===== config.mk =====
export PLATFORM = sky130hd
export DESIGN_NAME = pc_fetch_gen
export DESIGN_NICKNAME = d
export VERILOG_FILES = /design/src/rtl/pc_fetch_gen.sv
export SDC_FILE = /design/constraint.sdc
export NUM_CORES = 1
export LEC_CHECK = 0
export BUFFER_PORTS_ARGS = -buffer_cell sky130_fd_sc_hd__buf_2
export CAP_MARGIN = 20
export CORE_MARGIN = 4
export CORE_UTILIZATION = 35
export DETAILED_ROUTE_END_ITERATION = 6
export SYNTH_ARGS = -nofsm -noshare
export SYNTH_HDL_FRONTEND = slang
export SYNTH_SLANG_ARGS = --single-unit

===== constraint.sdc =====
create_clock -name clk -period 2.8 [get_ports clk]
set_input_delay 0.28 -clock clk [delete_from_list [all_inputs] [get_ports clk]]
set_output_delay 0.28 -clock clk [all_outputs]
set_load 0.02 [all_outputs]

===== src/rtl/pc_fetch_gen.sv =====
`default_nettype none
// ============================================================================
//  Module      : pc_fetch_gen
//  Description : Fetch-address generator. Holds the fetch PC and issues
//                fetch-group requests over a valid/ready handshake. Handles
//                sequential advance, exception/branch redirects with fixed
//                priority, buffering of redirects behind an outstanding
//                request (with squash of the stale request) and, when the
//                PCFG_DELAY_SLOT_EN macro is defined, MIPS delay-slot
//                sequencing.
//  Revision    : 1.0 - initial release
// ============================================================================
module pc_fetch_gen #(
   parameter int          PC_W     = 32,
   parameter logic [31:0] RESET_PC = 32'hBFC0_0000,
   parameter int          FETCH_N  = 2
) (
   input  logic            clk,
   input  logic            reset,
   input  logic            fe_stall,
   input  logic            exc_valid,
   input  logic [PC_W-1:0] exc_target,
   input  logic            br_valid,
   input  logic [PC_W-1:0] br_target,
   input  logic            br_ds_done,
   output logic            req_valid,
   input  logic            req_ready,
   output logic [PC_W-1:0] req_addr,
   output logic [1:0]      req_cnt,
   output logic            req_adel,
   output logic            fetch_kill,
   output logic [PC_W-1:0] pc_next_seq
);

   localparam logic [PC_W-1:0] C_RESET_PC = PC_W'(RESET_PC);

   // Group size for a PC: a single instruction when groups are one wide,
   // when the PC sits in the upper half of an 8-byte pair (realignment),
   // when it is misaligned, or when the request is a forced delay slot.
   function automatic logic [1:0] grp_cnt(input logic [PC_W-1:0] pc_in,
                                          input logic             force_one);
      if ((FETCH_N == 1) || force_one || pc_in[2] || (pc_in[1:0] != 2'b00))
         grp_cnt = 2'd1;
      else
         grp_cnt = 2'd2;
   endfunction

   // Registered state
   logic [PC_W-1:0] pc_q, pc_d;
   logic            req_valid_q, req_valid_d;
   logic [1:0]      req_cnt_q, req_cnt_d;
   logic            pend_valid_q, pend_valid_d;
   logic [PC_W-1:0] pend_target_q, pend_target_d;

   // Combinational helpers
   logic            w_accept;
   logic            w_hold;
   logic            w_br_now;     // branch that redirects immediately
   logic            w_ds_enter;   // branch that must first fetch its delay slot
   logic            w_in_ds;      // currently waiting for the delay slot
   logic            w_ds_next;    // delay-slot wait in effect next cycle
   logic            w_redir;
   logic [PC_W-1:0] w_redir_tgt;
   logic [PC_W-1:0] w_grp_bytes;
   logic            w_kill;

   assign w_accept    = req_valid_q & req_ready;
   assign w_hold      = req_valid_q & ~req_ready;
   assign w_grp_bytes = {{(PC_W-4){1'b0}}, req_cnt_q, 2'b00};

`ifdef PCFG_DELAY_SLOT_EN
   localparam logic [0:0] ST_RUN     = 1'b0;
   localparam logic [0:0] ST_DS_WAIT = 1'b1;

   logic [0:0] state_q, state_d;

   // FSM state register
   always_ff @(posedge clk) begin
      if (reset) state_q <= ST_RUN;
      else       state_q <= state_d;
   end

   // FSM next state: exceptions always return to RUN, a branch without its
   // delay slot parks in DS_WAIT until the delay slot is accepted.
   always_comb begin
      state_d = state_q;
      if (exc_valid)
         state_d = ST_RUN;
      else if (br_valid)
         state_d = br_ds_done ? ST_RUN : ST_DS_WAIT;
      else if ((state_q == ST_DS_WAIT) && w_accept)
         state_d = ST_RUN;
   end

   // FSM output decode feeding the datapath
   always_comb begin
      w_br_now   = br_valid & br_ds_done;
      w_ds_enter = br_valid & ~br_ds_done & ~exc_valid;
      w_in_ds    = (state_q == ST_DS_WAIT);
      w_ds_next  = (state_d == ST_DS_WAIT);
   end
`else
   logic w_unused_ds_done;
   assign w_unused_ds_done = br_ds_done;

   // Without delay-slot support every branch redirects immediately
   always_comb begin
      w_br_now   = br_valid;
      w_ds_enter = 1'b0;
      w_in_ds    = 1'b0;
      w_ds_next  = 1'b0;
   end
`endif

   assign w_redir     = exc_valid | w_br_now;
   assign w_redir_tgt = exc_valid ? exc_target : br_target;

   // Next PC, redirect buffering, squash and request-valid logic
   always_comb begin
      pc_d          = pc_q;
      pend_valid_d  = pend_valid_q;
      pend_target_d = pend_target_q;
      w_kill        = 1'b0;

      if (w_redir) begin
         if (!req_valid_q || w_accept) begin
            // Idle: jump now. Accepting: the accepted group is stale.
            pc_d         = w_redir_tgt;
            pend_valid_d = 1'b0;
            w_kill       = w_accept;
         end else begin
            // Request still waiting: its address must not move, so park
            // the target until the handshake completes.
            pend_valid_d  = 1'b1;
            pend_target_d = w_redir_tgt;
         end
      end else if (w_ds_enter) begin
         // Branch target waits until the delay slot has been fetched.
         pend_target_d = br_target;
         if (w_accept) begin
            w_kill       = pend_valid_q;
            pc_d         = pend_valid_q ? pend_target_q : pc_next_seq;
            pend_valid_d = 1'b0;
         end
      end else if (w_accept) begin
         if (pend_valid_q || w_in_ds) begin
            // A delay slot is a real instruction; only a buffered redirect
            // makes the accepted group stale.
            pc_d         = pend_target_q;
            pend_valid_d = 1'b0;
            w_kill       = pend_valid_q;
         end else begin
            pc_d = pc_next_seq;
         end
      end

      // An asserted request is held until accepted; fe_stall only gates
      // raising a new one.
      req_valid_d = w_hold ? 1'b1 : ~fe_stall;
      req_cnt_d   = w_hold ? req_cnt_q : grp_cnt(pc_d, w_ds_next);
   end

   // Datapath registers with synchronous reset
   always_ff @(posedge clk) begin
      if (reset) begin
         pc_q          <= C_RESET_PC;
         req_valid_q   <= 1'b0;
         req_cnt_q     <= grp_cnt(C_RESET_PC, 1'b0);
         pend_valid_q  <= 1'b0;
         pend_target_q <= '0;
      end else begin
         pc_q          <= pc_d;
         req_valid_q   <= req_valid_d;
         req_cnt_q     <= req_cnt_d;
         pend_valid_q  <= pend_valid_d;
         pend_target_q <= pend_target_d;
      end
   end

   assign req_valid   = req_valid_q;
   assign req_addr    = pc_q;
   assign req_cnt     = req_cnt_q;
   assign req_adel    = (pc_q[1:0] != 2'b00);
   assign fetch_kill  = w_kill;
   assign pc_next_seq = pc_q + w_grp_bytes;

endmodule
`default_nettype wire


==> metrics.txt, run 1 <==
# TYPE chip_impl_metric gauge
chip_impl_info{name="outcome",value="finished clean"} 1
chip_impl_info{name="post_synth_main_area_contributors",value="dfxtp_1 32%, mux2i_1 7.6%, a211oi_1 5.5%"} 1
chip_impl_metric{name="worst_slew_margin_rel",unit="%"} 46.9
chip_impl_metric{name="drt-total-wl",unit="mm"} 13.5
chip_impl_metric{name="post_synthesis_cells",unit=""} 497
chip_impl_metric{name="yosys_warnings",unit=""} 0
chip_impl_metric{name="power_density",unit="mW/mm^2"} 543
chip_impl_metric{name="timing.clock.skew",unit="ps"} 5.22
chip_impl_metric{name="synthXorXnorAreaFrac",unit="%"} 4.77
chip_impl_metric{name="ys_seq_elements",unit=""} 68
chip_impl_info{name="slowest_stage",value="fa_2"} 1
chip_impl_metric{name="async_reset_ff_share",unit="%"} 0
chip_impl_metric{name="finalWorstPathRequiredPeriod",unit="ps"} 2700
chip_impl_metric{name="pin_count_of_the_biggest_net_entering_global_routing",unit=""} 47
chip_impl_info{name="cts_root_buf",value="clkbuf_16"} 1
chip_impl_metric{name="finalInstanceArea",unit="mm^2"} 0.00539
chip_impl_metric{name="ctsLongestPathBuffers",unit=""} 2
chip_impl_info{name="crit-reg2reg-launch",value="req_addr[2]"} 1
chip_impl_metric{name="port_buffers",unit=""} 138
chip_impl_metric{name="detail-route-antenna-nets",unit=""} 0
chip_impl_metric{name="detail_route.wl_per_cell",unit="um"} 17.5
chip_impl_metric{name="cts_htree_levels",unit=""} 3
chip_impl_metric{name="synthDominantCellAreaShare",unit="%"} 32.3
chip_impl_metric{name="max-vdd-ir-drop",unit="V"} 0.000267
chip_impl_info{name="timing.critical_path.from",value="req_addr[2]"} 1
chip_impl_metric{name="worst_path_largest_cell_delay",unit="ps"} 390
chip_impl_info{name="hp-class",value="input port to flop"} 1
chip_impl_info{name="worst_hold_launch",value="fe_stall"} 1
chip_impl_metric{name="number_of_antenna_violations_at_the_first_check_in_global_routing",unit=""} 0
chip_impl_metric{name="postCtsHoldBufs",unit=""} 0
chip_impl_metric{name="tritoncts_num_sinks",unit=""} 68
chip_impl_metric{name="worst-slew-pin-transition",unit="ps"} 794
chip_impl_metric{name="cp_data_required_time",unit="ps"} 2520
chip_impl_metric{name="grt_pass1_vias",unit=""} 4221
chip_impl_metric{name="numCtsBuffers",unit=""} 9
chip_impl_metric{name="die_area",unit="mm^2"} 0.0139
chip_impl_metric{name="drt_first_iter_violations",unit=""} 246
chip_impl_info{name="postSynth.topFlopCell",value="dfxtp_1"} 1
chip_impl_metric{name="fmaxAchievable",unit="MHz"} 371
chip_impl_info{name="synth_top_area_cell",value="dfxtp_1"} 1
chip_impl_metric{name="post-dp-hpwl",unit="mm"} 9.89
chip_impl_metric{name="diodes",unit=""} 0
chip_impl_metric{name="report.final.setup_viol",unit=""} 0
chip_impl_metric{name="crit_path_max_fanout",unit=""} 6
chip_impl_metric{name="initial_utilization",unit="%"} 36.3
chip_impl_metric{name="worst_hold_slack_across_all_endpoints",unit="ps"} 124
chip_impl_metric{name="later_pin_clock_latency_in_the_skew_report",unit="ps"} 330
chip_impl_metric{name="worst-r2r-setup-slack",unit="ps"} 570
chip_impl_metric{name="final-max-slew-violation-count",unit=""} 0
chip_impl_metric{name="rows",unit=""} 39
chip_impl_metric{name="cp_data_arrival_time",unit="ps"} 2420
chip_impl_metric{name="sum_neg_setup_slack",unit="ps"} 0
chip_impl_info{name="main_combinational_cell_family_by_area_after_synthesis",value="compound AO/OA/AOI/OAI gates"} 1
chip_impl_metric{name="final-instance-count-excl-fill",unit=""} 770
chip_impl_metric{name="final.period_utilization",unit="%"} 96.3
chip_impl_info{name="setup.worst_path.class",value="flop to output port"} 1
chip_impl_metric{name="synth_mux_area_share",unit="%"} 8.66
chip_impl_metric{name="final_nets",unit=""} 697
chip_impl_info{name="worstPathCellList",value="ha_4, inv_2, fa_2, nand4b_1, nor2_2, buf_6, nand4_1, xnor2_2, buf_4"} 1
chip_impl_metric{name="synth-compound-area-share",unit="%"} 24.2
chip_impl_metric{name="number_of_max_capacitance_violations_reported",unit=""} 0
chip_impl_metric{name="cts.clk_slew.worst_paths",unit="ps"} 50
chip_impl_metric{name="syn_avg_cell_area",unit="um^2"} 8.49
chip_impl_metric{name="dpl.cell_count",unit=""} 752
chip_impl_metric{name="edff_count_synth",unit=""} 0
chip_impl_metric{name="first_pass_iters",unit=""} 5
chip_impl_metric{name="die-height",unit="um"} 118
chip_impl_metric{name="synth_fa_ha_area_share",unit="%"} 1.07
chip_impl_metric{name="globalRouteOverflowTotal",unit=""} 0
chip_impl_metric{name="layout-area-overhead-vs-synth",unit="%"} 27.7
chip_impl_metric{name="syn_nets",unit=""} 571
chip_impl_metric{name="grt_util_all_layers",unit="%"} 18.9
chip_impl_info{name="critical_path.endpoint_type",value="output port"} 1
chip_impl_metric{name="nFillCells",unit=""} 1179
chip_impl_metric{name="finalWeightedCongestion",unit=""} 0.849
chip_impl_metric{name="top_level_ports",unit=""} 140
chip_impl_info{name="tritoncts",value="done"} 1
chip_impl_metric{name="final_hold_viol_count",unit=""} 0
chip_impl_metric{name="post_synth_num_cell_types",unit=""} 66
chip_impl_metric{name="die_span_x",unit="um"} 118
chip_impl_metric{name="total_leakage_power",unit="nW"} 2.36
chip_impl_metric{name="coreArea",unit="mm^2"} 0.0116
chip_impl_metric{name="yosysSeqAreaShare",unit="%"} 32.3
chip_impl_metric{name="cell_area_synth",unit="mm^2"} 0.00422
chip_impl_metric{name="placement.cell_area",unit="mm^2"} 0.00501
chip_impl_metric{name="vias_per_cell",unit=""} 5.60
chip_impl_metric{name="detailroute.via_count",unit=""} 4310
chip_impl_metric{name="layout-drive-gt1-share",unit="%"} 33.3
chip_impl_metric{name="grt_pass1_wl",unit="mm"} 21.7
chip_impl_info{name="timing.critical_path.from_type",value="flop"} 1
chip_impl_metric{name="post_synth_and_or_nand_nor_area_fraction",unit="%"} 22.9
chip_impl_metric{name="detail_route.drc_violations",unit=""} 0
chip_impl_metric{name="power.total",unit="mW"} 2.92
[report_power, final]
group          switching [mW]  leakage, nW  internal (mW)  total [mW]
Combinational           0.397         1.65          0.269       0.667
Clock                   0.425        0.144          0.704        1.13
Sequential             0.0908        0.562           1.04        1.13
[synth_stat cells (5+ instances only)]
master,number
a211o_1,7
a211oi_1,31
a21oi_1,31
a221oi_1,8
a22oi_1,9
and2_1,5
and4_1,6
buf_2,16
buf_4,6
clkbuf_1,15
dfxtp_1,68
inv_1,10
mux2i_1,32
nand2_1,22
nand2b_1,8
nand3_1,11
nand4_1,14
nor2_1,61
nor3_1,7
nor4_2,5
o21ai_0,9
o2bb2ai_1,7
o311ai_1,7
or2_2,5
xnor2_1,14
xor2_1,9
[final timing paths]
path / cells after the start / to
worst max-delay path: 9 / pc_next_seq[30]
worst min-delay path: 2 / req_valid
worst max register to register: 10 / req_addr[30]
worst min register to register: 2 / pend_target_q[7]
[registers in the layout, indices dropped and copies added, names as in the netlist]
signal	count
req_cnt	2
pend_valid_q	1
req_addr	32
req_valid	1
pend_target_q	32
[final cells by class]
cell class                      count  area (um^2)  area share, %
Clock buffer                       10          239           4.43
Clock inverter                      5         52.6          0.975
Inverter                           11         41.3          0.766
Multi-Input combinational cell    376         2660           49.3
Sequential cell                    68         1370           25.4
Tap cell                          143          179           3.32
Timing Repair Buffer              157          850           15.8
[kinds of logic after synthesis]
group	count (synthesis)
multiplexers	36
buffers and inverters	53
AND/OR/NAND/NOR	172
adder cells (fa/ha/maj)	3
AO/OA/AOI/OAI	142
XOR/XNOR	23
flip-flops	68
[through the flow]
step / util [%] / setup WS, ps
3_5_place_dp: 43.2 / 266
2_1_floorplan: - / 264
6_report: 46.4 / 104
4_1_cts: 45.9 / 14.6
5_1_grt: 46.4 / -16.4
3_3_place_gp: 43.2 / 246
[cell usage in the layout, fill, tap and decap left out, drive strengths merged, types with 3 or more instances in the layout]
| cell type | netlist | layout |
|---|---|---|
| a21oi | 31 | 31 |
| a221oi | 8 | 8 |
| xnor2 | 14 | 14 |
| nand4 | 14 | 14 |
| buf | 27 | 157 |
| clkinv | 1 | 4 |
| nor2b | 4 | 4 |
| dfxtp | 68 | 68 |
| o2bb2ai | 7 | 7 |
| nor2 | 63 | 63 |
| nand2b | 8 | 8 |
| nor3 | 8 | 8 |
| inv | 10 | 10 |
| a211o | 7 | 7 |
| o211ai | 3 | 3 |
| a31oi | 3 | 3 |
| o21ai | 11 | 11 |
| and4 | 6 | 6 |
| o21bai | 4 | 4 |
| mux2i | 32 | 32 |
| xor2 | 9 | 9 |
| a22o | 3 | 3 |
| o311ai | 7 | 7 |
| and3 | 4 | 4 |
| and2 | 5 | 5 |
| or2 | 7 | 7 |
| a22oi | 9 | 9 |
| a211oi | 31 | 31 |
| nand3 | 12 | 12 |
| nor4 | 10 | 10 |
| nand2 | 25 | 25 |
| clkbuf | 15 | 10 |
| mux2 | 4 | 4 |
[layer usage]
| layer | share of wire, % | up-vias | GRT usage (%) |
|---|---|---|---|
| met5 | 0 | - | 0 |
| met4 | 1.0 | 0 | 5.49 |
| met3 | 5.6 | 12 | 2.98 |
| met2 | 50 | 132 | 32.7 |
| met1 | 43 | 2063 | 24.2 |
| li1 | - | 2103 | - |
[timing repair]
item,4_1_cts,5_1_grt
cloned,0,1
endpoints found under the setup margin,5,10
setup buffers,0,2
pin swaps,1,4
gates resized for setup,5,11
[worst max-delay path, delay by kind of cell (launching register included)]
kind                       cells  cell delay, ps
xor gates and xnor gates       1             230
DFF                            1             360
and+or+nand+nor                3             590
adders and majority gates      2             530
buffers and inverters          3             370
No activity file was read; power rests on OpenSTA's default activity.
==> run 2: changes to the inputs <==
- CORE_UTILIZATION: 35 -> 51
- PLACE_DENSITY: unset -> 0.81
==> run 2 against run 1 <==
Compared with the run above: total power down 12%; non-clock buffer count up 1; critical path depth unchanged; via count up 2.6%; core utilization up 20 points; sequential share of layout area up 0.58 points; clock skew up 4.4 ps; final area down 2.6%; setup slack worse by 49 ps; final cell count down 5.3%; sequential power about the same; combinational power up 1%.
==> metrics.txt, run 2 (synthesized netlist as in run 1, its figures left out) <==
# TYPE chip_impl_metric gauge
chip_impl_info{name="outcome",value="finished clean"} 1
chip_impl_info{name="worst_hold_launch",value="fe_stall"} 1
chip_impl_info{name="setup.worst_path.class",value="flop to output port"} 1
chip_impl_metric{name="postCtsHoldBufs",unit=""} 0
chip_impl_metric{name="first_pass_iters",unit=""} 5
chip_impl_metric{name="worst_slew_margin_rel",unit="%"} 37.2
chip_impl_metric{name="rows",unit=""} 32
chip_impl_metric{name="power_density",unit="mW/mm^2"} 488
chip_impl_metric{name="dr_wl_met3",unit="um"} 992
chip_impl_metric{name="cts_htree_levels",unit=""} 3
chip_impl_metric{name="die_area",unit="mm^2"} 0.00979
chip_impl_metric{name="cp_data_required_time",unit="ps"} 2520
chip_impl_metric{name="worst_hold_path.num_cells",unit=""} 2
chip_impl_metric{name="tritoncts_num_sinks",unit=""} 68
chip_impl_info{name="layout_commonest_cell",value="buf_2"} 1
chip_impl_metric{name="final-max-slew-violation-count",unit=""} 0
chip_impl_metric{name="worst-slew-pin-transition",unit="ps"} 939
chip_impl_metric{name="coreArea",unit="mm^2"} 0.00789
chip_impl_metric{name="layout.area.seq",unit="mm^2"} 0.00136
chip_impl_metric{name="final.period_utilization",unit="%"} 98.0
chip_impl_metric{name="layout-drive-gt1-share",unit="%"} 32.7
chip_impl_metric{name="final_hold_viol_count",unit=""} 0
chip_impl_metric{name="drt-total-wl",unit="mm"} 12.8
chip_impl_metric{name="detail_route.drc_violations",unit=""} 0
chip_impl_metric{name="cts.clk_slew.worst_paths",unit="ps"} 70
chip_impl_metric{name="power.sequential.fraction",unit="%"} 43.9
chip_impl_info{name="cts_root_buf",value="clkbuf_8"} 1
chip_impl_metric{name="die_span_x",unit="um"} 99.0
chip_impl_metric{name="final_nets",unit=""} 698
chip_impl_metric{name="layout-area-overhead-vs-synth",unit="%"} 24.4
chip_impl_metric{name="detailroute.via_count",unit=""} 4423
chip_impl_metric{name="cellInternalPower",unit="mW"} 1.71
chip_impl_metric{name="routed-wl-met2",unit="mm"} 6.27
chip_impl_metric{name="die-height",unit="um"} 99.0
chip_impl_info{name="regToRegEndpoint",value="req_addr[18]"} 1
chip_impl_metric{name="cp_data_arrival_time",unit="ps"} 2460
chip_impl_metric{name="vias_per_cell",unit=""} 6.07
chip_impl_metric{name="finalWorstPathRequiredPeriod",unit="ps"} 2740
chip_impl_metric{name="power.share.switching",unit="%"} 33.2
chip_impl_metric{name="drt_first_iter_violations",unit=""} 280
chip_impl_metric{name="top_level_ports",unit=""} 140
chip_impl_metric{name="later_pin_clock_latency_in_the_skew_report",unit="ps"} 350
chip_impl_metric{name="detail_route.wl_per_cell",unit="um"} 17.6
chip_impl_metric{name="dp_worst_setup_slack",unit="ps"} 192
chip_impl_metric{name="pin_count_of_the_biggest_net_entering_global_routing",unit=""} 47
chip_impl_info{name="tritoncts",value="done"} 1
chip_impl_metric{name="grt_pass1_vias",unit=""} 4198
chip_impl_metric{name="detail-route-antenna-nets",unit=""} 0
chip_impl_info{name="timing.critical_path.from_type",value="flop"} 1
chip_impl_metric{name="post-dp-hpwl",unit="mm"} 9.25
chip_impl_metric{name="switching_power",unit="mW"} 0.852
chip_impl_metric{name="area_occupied_by_multi_input_gates",unit="mm^2"} 0.00266
chip_impl_metric{name="timing.clock.skew",unit="ps"} 9.65
chip_impl_metric{name="met1_length",unit="mm"} 5.25
chip_impl_metric{name="diodes",unit=""} 0
chip_impl_info{name="rsz0062_at_grt",value="yes"} 1
chip_impl_metric{name="setup_slack",unit="ps"} 55.2
chip_impl_metric{name="report.final.setup_viol",unit=""} 0
chip_impl_metric{name="worst_hold_slack_across_all_endpoints",unit="ps"} 106
chip_impl_info{name="critical_path.endpoint_type",value="output port"} 1
chip_impl_metric{name="grt_util_all_layers",unit="%"} 25.4
chip_impl_metric{name="initial_utilization",unit="%"} 53.5
chip_impl_metric{name="max-vdd-ir-drop",unit="V"} 0.000230
chip_impl_info{name="hold-path-endpoint",value="req_valid"} 1
chip_impl_metric{name="port_buffers",unit=""} 138
chip_impl_metric{name="finalWeightedCongestion",unit=""} 0.923
chip_impl_info{name="final_cell_mix",value="131 x buf_2, 66 x dfxtp_1, 60 x nor2_1, 32 x mux2i_1"} 1
chip_impl_metric{name="nFillCells",unit=""} 663
chip_impl_metric{name="numCtsBuffers",unit=""} 9
chip_impl_metric{name="clock_power_share",unit="%"} 29.8
chip_impl_metric{name="ctsLongestPathBuffers",unit=""} 2
chip_impl_metric{name="grt_pass1_wl",unit="mm"} 20.5
chip_impl_info{name="routed.top_layer",value="met4"} 1
chip_impl_metric{name="worst-r2r-setup-slack",unit="ps"} 540
chip_impl_metric{name="total_leakage_power",unit="nW"} 2.32
chip_impl_metric{name="number_of_max_capacitance_violations_reported",unit=""} 0
chip_impl_metric{name="comb_power_share",unit="%"} 26.3
chip_impl_metric{name="globalRouteOverflowTotal",unit=""} 0
chip_impl_metric{name="crit_path_max_fanout",unit=""} 4
chip_impl_metric{name="number_of_antenna_violations_at_the_first_check_in_global_routing",unit=""} 0
chip_impl_info{name="hp-class",value="input port to flop"} 1
chip_impl_info{name="crit-reg2reg-launch",value="req_cnt[0]"} 1
chip_impl_metric{name="fmaxAchievable",unit="MHz"} 364
chip_impl_metric{name="ff2ff_path_depth",unit=""} 11
[run 2: metrics by stage]
step           total power [mW]  utilization [%]  cell area [um^2]  TNS [ps]  instances
6_report                   2.56             66.6              5250         0        729
2_1_floorplan              1.57                -              4220         0        497
4_1_cts                    2.55             65.4              5160         0        723
5_1_grt                    2.68             66.6              5250      -263        729
3_5_place_dp               1.80             62.6              4940         0        706
3_3_place_gp               1.78             62.6              4940         0        706
[run 2: power groups by stage]
stage	sequential [mW]	combinational, mW	clock (mW)
after floorplan	1.17	0.398	0
after global placement	1.14	0.638	0
after detailed placement	1.14	0.652	0
after CTS	1.12	0.658	0.769
after global routing	1.14	0.732	0.817
final	1.13	0.674	0.764
[run 2: critical path: stages (launching register included)]
cell and delay (ps):
dfxtp_2 350, ha_4 150, inv_2 40, fa_2 420
nand4b_1 230, nor2_2 220, buf_4 140, nand4_1 130
xnor2_2 250, buf_4 180
[run 2: routing by layer]
layer,track usage [%],vias to the layer above
li1,-,2112
met1,32.5,2078
met2,42.6,204
met3,4.46,29
met4,9.77,0
met5,0,-
[run 2: how the worst max path moves through the flow]
stage,start,depth (start not counted),endpoint
2_1_floorplan,req_addr[2],8,pc_next_seq[22]
3_3_place_gp,req_addr[2],9,pc_next_seq[20]
3_5_place_dp,req_addr[2],9,pc_next_seq[20]
4_1_cts,req_cnt[0],9,pc_next_seq[20]
5_1_grt,req_cnt[0],9,pc_next_seq[30]
6_report,req_cnt[0],9,pc_next_seq[30]
[run 2: final cells by class]
| type | count | area share (%) |
|---|---|---|
| multi-input combinational | 376 | 50.6 |
| sequential | 68 | 26.0 |
| timing repair buffer | 158 | 17.0 |
| clock buffer | 11 | 2.50 |
| tap | 102 | 2.43 |
| inverter | 11 | 0.786 |
| clock inverter | 3 | 0.763 |
[run 2: what timing repair did]
item                                    4_1_cts  5_1_grt
endpoints found under the setup margin        9        9
setup buffers                                 3        5
pin swaps                                     1        9
gates resized for setup                       7       15
cloned                                        0        1
